--- config.mk ---
export PLATFORM = sky130hd
export DESIGN_NAME = ad4008_spi_reader
export DESIGN_NICKNAME = d
export VERILOG_FILES = /design/src/rtl/ad4008_spi_reader.sv
export SDC_FILE = /design/constraint.sdc
export NUM_CORES = 1
export LEC_CHECK = 0
export CORE_UTILIZATION = 50
export DETAILED_ROUTE_END_ITERATION = 6
export PLACE_DENSITY = 0.68
export SYNTH_ARGS = -nofsm -noshare
export SYNTH_HDL_FRONTEND = slang
export SYNTH_SLANG_ARGS = --single-unit
--- constraint.sdc ---
create_clock -name clk -period 2.1 [get_ports clk]
set_clock_uncertainty 0.05 [all_clocks]
set_input_delay 0.42 -clock clk [delete_from_list [all_inputs] [get_ports clk]]
set_output_delay 0.42 -clock clk [all_outputs]
set_load 0.1 [all_outputs]
--- src/rtl/ad4008_spi_reader.sv ---
// AD4008 3-wire SPI reader: CNV pulse, conversion wait, MSB-first capture on SCK, unsigned gain.
// Optional macro AD4008_READ_SATURATE_EN clamps the gained sample to all ones instead of wrapping.
module ad4008_spi_reader #(
    parameter int ADC_WIDTH    = 16,
    parameter int CONV_CYCLES  = 15,
    parameter int QUIET_CYCLES = 2
) (
    input  logic                 clk,
    input  logic                 areset,
    input  logic                 data_in,
    output logic                 cnv,
    output logic                 sck,
    input  logic [15:0]          GAIN,
    output logic                 sresetn,
    output logic                 new_data_flag,
    output logic [ADC_WIDTH-1:0] amplified_data
);

    localparam int CNT_MAX = (CONV_CYCLES > 2*ADC_WIDTH) ? CONV_CYCLES : 2*ADC_WIDTH;
    localparam int CNT_W   = (CNT_MAX < 2) ? 1 : $clog2(CNT_MAX + 1);

    localparam logic [CNT_W-1:0] CONV_LAST  = CNT_W'(CONV_CYCLES - 1);
    localparam logic [CNT_W-1:0] ACQ_LAST   = CNT_W'(2*ADC_WIDTH - 1);
    localparam logic [CNT_W-1:0] QUIET_LAST = CNT_W'(QUIET_CYCLES - 1);

    typedef enum logic [2:0] {
        IDLE,
        CONVERT,
        ACQUIRE,
        DONE,
        QUIET
    } state_t;

    state_t                 state;
    logic [CNT_W-1:0]       cnt;
    logic [ADC_WIDTH-1:0]   raw_data;
    logic [ADC_WIDTH-1:0]   gained;
    logic [1:0]             sync_ff;
    logic                   core_rst;

    // Assert asynchronously, release two clk edges after areset falls.
    always_ff @(posedge clk or posedge areset) begin
        if (areset) begin
            sync_ff <= 2'b00;
        end else begin
            sync_ff <= {sync_ff[0], 1'b1};
        end
    end

    assign sresetn  = sync_ff[1];
    assign core_rst = ~sresetn;

`ifdef AD4008_READ_SATURATE_EN
    logic [ADC_WIDTH+15:0] product;

    assign product = {16'b0, raw_data} * {{ADC_WIDTH{1'b0}}, GAIN};
    assign gained  = (|product[ADC_WIDTH+15:ADC_WIDTH]) ? '1 : product[ADC_WIDTH-1:0];
`else
    assign gained  = ADC_WIDTH'({16'b0, raw_data} * {{ADC_WIDTH{1'b0}}, GAIN});
`endif

    // One SCK period is two clk cycles; the sample is taken on the edge that raises SCK.
    always_ff @(posedge clk or posedge core_rst) begin
        if (core_rst) begin
            state          <= IDLE;
            cnt            <= '0;
            cnv            <= 1'b0;
            sck            <= 1'b0;
            new_data_flag  <= 1'b0;
            amplified_data <= '0;
            raw_data       <= '0;
        end else begin
            new_data_flag <= 1'b0;
            case (state)
                IDLE: begin
                    state <= CONVERT;
                    cnv   <= 1'b1;
                    cnt   <= '0;
                end
                CONVERT: begin
                    if (cnt == CONV_LAST) begin
                        state <= ACQUIRE;
                        cnv   <= 1'b0;
                        cnt   <= '0;
                    end else begin
                        cnt <= cnt + CNT_W'(1);
                    end
                end
                ACQUIRE: begin
                    sck <= ~sck;
                    if (!sck) begin
                        raw_data <= {raw_data[ADC_WIDTH-2:0], data_in};
                    end
                    if (cnt == ACQ_LAST) begin
                        state <= DONE;
                        cnt   <= '0;
                    end else begin
                        cnt <= cnt + CNT_W'(1);
                    end
                end
                DONE: begin
                    amplified_data <= gained;
                    new_data_flag  <= 1'b1;
                    state          <= QUIET;
                    cnt            <= '0;
                end
                QUIET: begin
                    if (cnt == QUIET_LAST) begin
                        state <= CONVERT;
                        cnv   <= 1'b1;
                        cnt   <= '0;
                    end else begin
                        cnt <= cnt + CNT_W'(1);
                    end
                end
                default: begin
                    state <= IDLE;
                end
            endcase
        end
    end

endmodule

Word-level counts from Yosys, hierarchy flattened

Index checks and enable logic that the tools add are counted.
Widths: inputs -> output; s select.

Register bits: 46
Output and inout bits: 20

Add/subtract/negate cells: 1
Multiply operators: 1
Equal/unequal tests: 10
Mux-type cells: 12
Bitwise operators: 1
Reduce and logical (&&, ||, !) cells: 7

Operators by type and width:

| operator            | count |
|---|---|
| $pmux 6 s4          | 1 |
| $mux 6              | 3 |
| $mul 16x16->16      | 1 |
| $pmux 3 s5          | 1 |
| $mux 3              | 3 |
| $add 6x1->6 const B | 1 |
| $eq 3x2->1 const B  | 2 |
| $eq 6x1->1 const B  | 1 |
| $eq 6x4->1 const B  | 1 |
| $eq 6x5->1 const B  | 1 |
| $ne 2x2->1 const B  | 3 |
| $reduce_and 3->1    | 2 |
| $reduce_bool 4->1   | 1 |
| $eq 3x1->1 const B  | 1 |
| $eq 3x3->1 const B  | 1 |
| $logic_not 3->1     | 1 |
| $mux 1              | 3 |
| $pmux 1 s3          | 1 |
| $reduce_bool 3->1   | 1 |
| $reduce_and 2->1    | 1 |
| $reduce_or 2->1     | 1 |
| $not 1->1           | 1 |

Longest topological paths before layout

Depth in word-level cells: 3
Mapped depth: 22
Depth with buffers taken out: 21

Worst setup path before layout

Ideal clock, no wire load.

Path kind: input to register
Start: input port GAIN[4]
End: register amplified_data[14]
Arrival: 5.010 ns
Setup slack: -3.094 ns
Stages on the path: 19
Cell sequence: clkbuf_1 and2_1 fa_1 inv_1 fa_1 fa_1 fa_1 inv_1 fa_1 inv_1 fa_1 inv_1 ha_1 a21o_1 a21oi_1 o31ai_1 a21oi_1 xor2_1 o21ai_0

Longest elaborated chain between the ends: 1

Ends and longest elaborated chain:

| what                   | line | text |
|---|---|---|
| start: declaration     | 13   | `input logic [15:0] GAIN,` |
| $mul 16x16->16         | 59   | `assign gained = ADC_WIDTH'({16'b0, raw_data} * {{ADC_WIDTH{1'b0}}, GAIN});` |
| end signal: assignment | 102  | `amplified_data <= gained;` |
| end: declaration       | 16   | `output logic [ADC_WIDTH-1:0] amplified_data` |

Every way passes these cells.
A chain may end at the register's enable or synchronous reset.

Worst setup path after layout

Start: register raw_data[11]
End: register amplified_data[15]

Longest elaborated chain between the ends: 1

Ends and longest elaborated chain:

| what                     | line | text |
|---|---|---|
| start: declaration       | 36   | `logic [ADC_WIDTH-1:0] raw_data;` |
| start signal: assignment | 92   | `raw_data <= {raw_data[ADC_WIDTH-2:0], data_in};` |
| $mul 16x16->16           | 59   |  |

Every way passes these cells.

==> results.md <==
STA:
- At the pin with the least slew margin, the transition time is between 0.5 and 0.6 ns.
- The share of the clock period used by the worst path is 245.2%.
- The final setup violation count is 13.
- In the post-route analysis, the smallest setup slack over all paths is -3.050 ns.
- The routed design could run at a clock period as short as 5.150 ns.
- The max-slew violation count is 0.
- Setup repair after global routing could not meet its margin everywhere.
- The final number of hold-violating endpoints is 0.
- In this run the tightest slew margin relative to its limit is 61.87%.
- Based on the critical path, the design can be clocked at up to slightly below 200 MHz.

Floorplan:
- The top-level port count is 39.
- The horizontal die dimension is 109.6 µm.
- The die outline height is 109.6 µm.
- The floorplan has 38 rows.
- For this configuration, the core starts out at a cell density of a little over half.
- In this run the standard cell core region covers 0.01108 mm².
- The die covers about 0.012 mm².

Critical path:
- The worst setup path is captured at a flop.
- The depth of the worst register-to-register path is 17.
- STA puts the critical path data arrival time at roughly 5.3 ns.
- The worst setup path startpoint is raw_data[11].
- The setup slack of the worst register-to-register path is -3.05 ns.
- Data on the critical path is required at its endpoint by 2.22 ns.
- The maximum fanout along the worst path is 3.
- The destination of the critical timing path is amplified_data[15].
- The critical register-to-register path startpoint is raw_data[11].
- By startpoint and endpoint, the worst setup path is classified as flop to flop.
- The endpoint of the worst-slack reg-to-reg timing path is amplified_data[15].
- The startpoint class of the critical path is a flop.

Detailed routing:
- The number of nets with antenna violations after routing is 0.
- In this run, the number of DRC markers left after iteration 0 of detailed routing was about 230.
- In this run the top signal layer used is met4.
- Detailed routing inserted a total of between 4,000 and 5,000 vias.
- The overall routed net length is 14,700 µm.
- After detailed routing, the wire length on met1 is ~6300 µm.
- The wire length per cell is 16.56 µm.
- The first detailed-routing pass ran for 4 iterations.
- The via density per instance is 5.123.
- For this run, design rule violations remaining after detail routing come to 0.
- The length of routed met2 wiring is between 7000 and 8000 µm.
- The routed design uses around 630 µm of met3 wire.

CTS:
- The number of buffers added to fix hold violations after cts is 0.
- The clock-pin slew of the registers on the worst-case setup and hold paths is roughly 0.070 ns.
- TritonCTS built the clock tree.
- Counting every sink on the clock net gives 46.
- For the worst-skew pair, the clock arrives at the later sink with an insertion delay of ~0.29 ns.
- The number of H-tree levels is 2.
- Clock tree synthesis selected as its root buffer the cell sky130_fd_sc_hd__clkbuf_16.
- The clock passes through at most 2 buffers.
- The TritonCTS buffer count is 5.

Power and ir drop:
- The part of the power in combinational logic is approximately 80%.
- The switching share of power is 43.37%.
- The leakage power is 3.730 nW.
- The share of power burned in the clock network is 8.8%.
- The sequential group share of total power is under 10%.
- The worst-case IR drop observed on VDD is approximately 1400 µV.
- The net switching power is 4.552 mW.
- For this design the ratio of total power to cell area is ~1400 mW/mm².
- The internal portion of total power is 5.944 mW.

Run status:
- The checks that failed: setup timing.
- The flow ran to the end, but the final reports show violations.

GRT:
- The via count of the first global-routing pass is 4,917.
- The total congestion overflow after global routing is 0.
- The initial antenna violation count is 0.
- The first global-routing pass estimated roughly 24,000 µm of wire.
- The total track usage is 27.08%.
- The pin count of the biggest net entering global routing is 45.

Layout:
- The library cell used most frequently in the layout, excluding fill and tap cells, is sky130_fd_sc_hd__nand2_1.
- The number of non-filler instances in the completed layout is a little under 900.
- 0 antenna diodes ended up in the layout.
- In the layout the commonest cells are 104 x sky130_fd_sc_hd__nand2_1, 91 x sky130_fd_sc_hd__buf_4, 89 x sky130_fd_sc_hd__inv_1.
- The final non-filler cell area is around 0.0077 mm².
- The area growth from synthesis to layout is 32.38%.
- The post-route netlist has around 34% of its cells at a drive strength greater than 1.
- The net total in the final layout is 898.

Placement:
- The placed instance count is between 800 and 900.
- Input and output buffers added on the ports amount to 38.
- The placer congestion estimate is 0.8745.
- OpenSTA, run right after detailed placement, puts the worst setup slack at -3.710 ns.
- The placement-stage cell area is about 0.007 mm².
- After legalization and detailed placement, the total HPWL measured around 11,000 µm.

Synthesis:
- The count of synthesis-stage warnings from yosys is 0.
- The average cell area after synthesis is roughly 9.2 µm².
- The number of distinct library cell variants in the gate-level netlist after synthesis is 43.
- The net count of the mapped netlist is 780.
- The cell area after technology mapping is slightly below 0.006 mm².
- After synthesis, flip-flops and latches occupy approximately a fifth of the total area.
- After synthesis the netlist holds a flip-flop and latch count of 46.
- Synthesis produced 629 cells.

Flow run:
- The number of max-cap violations is 0.

Hold path:
- The path class of the tightest hold or removal check is input pin to async pin.
metal layers:
metal | global-route usage (%) | up-vias
li1 | - | 2150
met1 | 36.08 | 2266
met2 | 47.75 | 111
met3 | 2.253 | 22
met4 | 6.857 | 0
met5 | 0 | -
worst max-delay path: stages, from the launching register on:
cell and delay (ns):
sky130_fd_sc_hd__dfrtp_1 0.41, sky130_fd_sc_hd__and2_4 0.17, sky130_fd_sc_hd__fa_1 0.50, sky130_fd_sc_hd__inv_1 0.05, sky130_fd_sc_hd__fa_1 0.52, sky130_fd_sc_hd__inv_2 0.04, sky130_fd_sc_hd__fa_1 0.48, sky130_fd_sc_hd__fa_1 0.57
sky130_fd_sc_hd__inv_2 0.04, sky130_fd_sc_hd__fa_1 0.48, sky130_fd_sc_hd__fa_2 0.44, sky130_fd_sc_hd__xor2_2 0.20, sky130_fd_sc_hd__xnor2_1 0.19, sky130_fd_sc_hd__xnor2_1 0.15, sky130_fd_sc_hd__xnor2_1 0.14, sky130_fd_sc_hd__xnor3_2 0.33
sky130_fd_sc_hd__xnor2_2 0.18, sky130_fd_sc_hd__o21ai_1 0.07
stage by stage:
stage / hold WS, ns / TNS (ns) / total power, mW / utilization [%]
final: 0.2318 / -28.63 / 10.50 / 69.21
after floorplan: 0.1111 / -24.99 / 6.020 / -
after CTS: 0.2369 / -29.23 / 10.09 / 67.95
after global routing: 0.2597 / -30.68 / 11.47 / 69.21
after global placement: 0.2940 / -36.64 / 8.030 / 63.14
after detailed placement: 0.3167 / -37.02 / 8.194 / 63.14
worst min-delay path by stage:
| stage | start | to | cells after the start |
|---|---|---|---|
| 2_1_floorplan | areset | sync_ff[0] | 1 |
| 3_5_place_dp | sync_ff[0] | sync_ff[1] | 0 |
| 6_report | areset | sync_ff[1] | 2 |
| 4_1_cts | areset | sync_ff[0] | 2 |
| 5_1_grt | areset | sync_ff[1] | 2 |
| 3_3_place_gp | sync_ff[0] | sync_ff[1] | 0 |
area by class of cell:
class,instances,area (µm²)
multi-input cells,448,4563
fillers,815,3411
repair buffers,136,1182
flip-flops and latches,46,1165
inverters,110,412.9
well taps,140,175.2
clock buffers,5,125.1
clock inverters,3,43.79
kinds of logic (layout without fill, tap and decap cells):
family | after synthesis | in the layout | share of synthesized area (%)
other | 1 | 1 | 0.06475
AOI/OAI and AO/OA | 49 | 49 | 4.904
DFF | 46 | 46 | 19.87
and+or+nand+nor | 207 | 207 | 17.00
muxes | 18 | 18 | 3.456
xor gates and xnor gates | 41 | 41 | 6.697
buffers and inverters | 135 | 254 | 9.116
adders and majority gates | 132 | 132 | 38.89
state kept, by name, indices dropped and copies added (netlist names):
name,cells
amplified_data,16
cnt,6
cnv,1
new_data_flag,1
raw_data,16
sck,1
state,3
sync_ff,2
synthesized netlist by cell type:
cell / number / area [µm²]
sky130_fd_sc_hd__buf_6: 1 / 11.26
sky130_fd_sc_hd__a21o_1: 5 / 37.54
sky130_fd_sc_hd__xor2_1: 12 / 105.1
sky130_fd_sc_hd__nand2_1: 107 / 401.6
sky130_fd_sc_hd__nor2b_1: 1 / 6.260
sky130_fd_sc_hd__buf_1: 1 / 3.750
sky130_fd_sc_hd__o22ai_1: 1 / 6.260
sky130_fd_sc_hd__xnor3_1: 1 / 22.52
sky130_fd_sc_hd__buf_4: 2 / 15.01
sky130_fd_sc_hd__nand4_1: 2 / 12.51
sky130_fd_sc_hd__xnor2_2: 2 / 32.53
sky130_fd_sc_hd__o21ai_0: 19 / 95.09
sky130_fd_sc_hd__a41oi_1: 1 / 8.760
sky130_fd_sc_hd__nand2b_1: 4 / 25.02
sky130_fd_sc_hd__and3_1: 1 / 6.260
sky130_fd_sc_hd__o21ai_1: 1 / 5.000
sky130_fd_sc_hd__o21bai_1: 1 / 7.510
sky130_fd_sc_hd__nor3_1: 5 / 25.02
sky130_fd_sc_hd__mux2i_1: 2 / 20.02
sky130_fd_sc_hd__conb_1: 1 / 3.750
sky130_fd_sc_hd__a21oi_1: 14 / 70.07
sky130_fd_sc_hd__nor4_1: 1 / 6.260
sky130_fd_sc_hd__ha_1: 52 / 650.6
sky130_fd_sc_hd__o31ai_1: 2 / 15.01
sky130_fd_sc_hd__a31oi_1: 1 / 6.260
sky130_fd_sc_hd__clkbuf_1: 16 / 60.06
sky130_fd_sc_hd__fa_1: 80 / 1602
sky130_fd_sc_hd__a211oi_1: 3 / 22.52
sky130_fd_sc_hd__mux2_2: 16 / 180.2
sky130_fd_sc_hd__inv_1: 110 / 412.9
sky130_fd_sc_hd__or2_2: 1 / 6.260
sky130_fd_sc_hd__nand2_2: 2 / 12.51
sky130_fd_sc_hd__and2_2: 1 / 7.510
sky130_fd_sc_hd__nor3_2: 1 / 10.01
sky130_fd_sc_hd__or3_1: 1 / 6.260
sky130_fd_sc_hd__dfrtp_1: 46 / 1151
sky130_fd_sc_hd__a311o_1: 1 / 10.01
sky130_fd_sc_hd__buf_2: 5 / 25.02
sky130_fd_sc_hd__nor2_1: 16 / 60.06
sky130_fd_sc_hd__and2_1: 60 / 375.4
sky130_fd_sc_hd__nand3_1: 3 / 15.01
sky130_fd_sc_hd__xnor2_1: 26 / 227.7
sky130_fd_sc_hd__and4_1: 1 / 8.760
power by group through the flow:
stage	combinational [mW]	clock [mW]	sequential [mW]
3_5_place_dp	7.14	0	1.06
3_3_place_gp	6.97	0	1.06
4_1_cts	8.12	0.940	1.04
5_1_grt	9.45	0.980	1.04
6_report	8.53	0.922	1.04
2_1_floorplan	4.96	0	1.06
what timing repair did:
item | in CTS | in global routing
endpoints found under the hold margin | 0 | 0
gates cloned | 1 | 0
pin swaps | 55 | 45
gates resized for setup | 92 | 34
setup buffers | 14 | 11
endpoints found under the setup margin | 14 | 13
No activity file was read; power rests on OpenSTA's default activity.
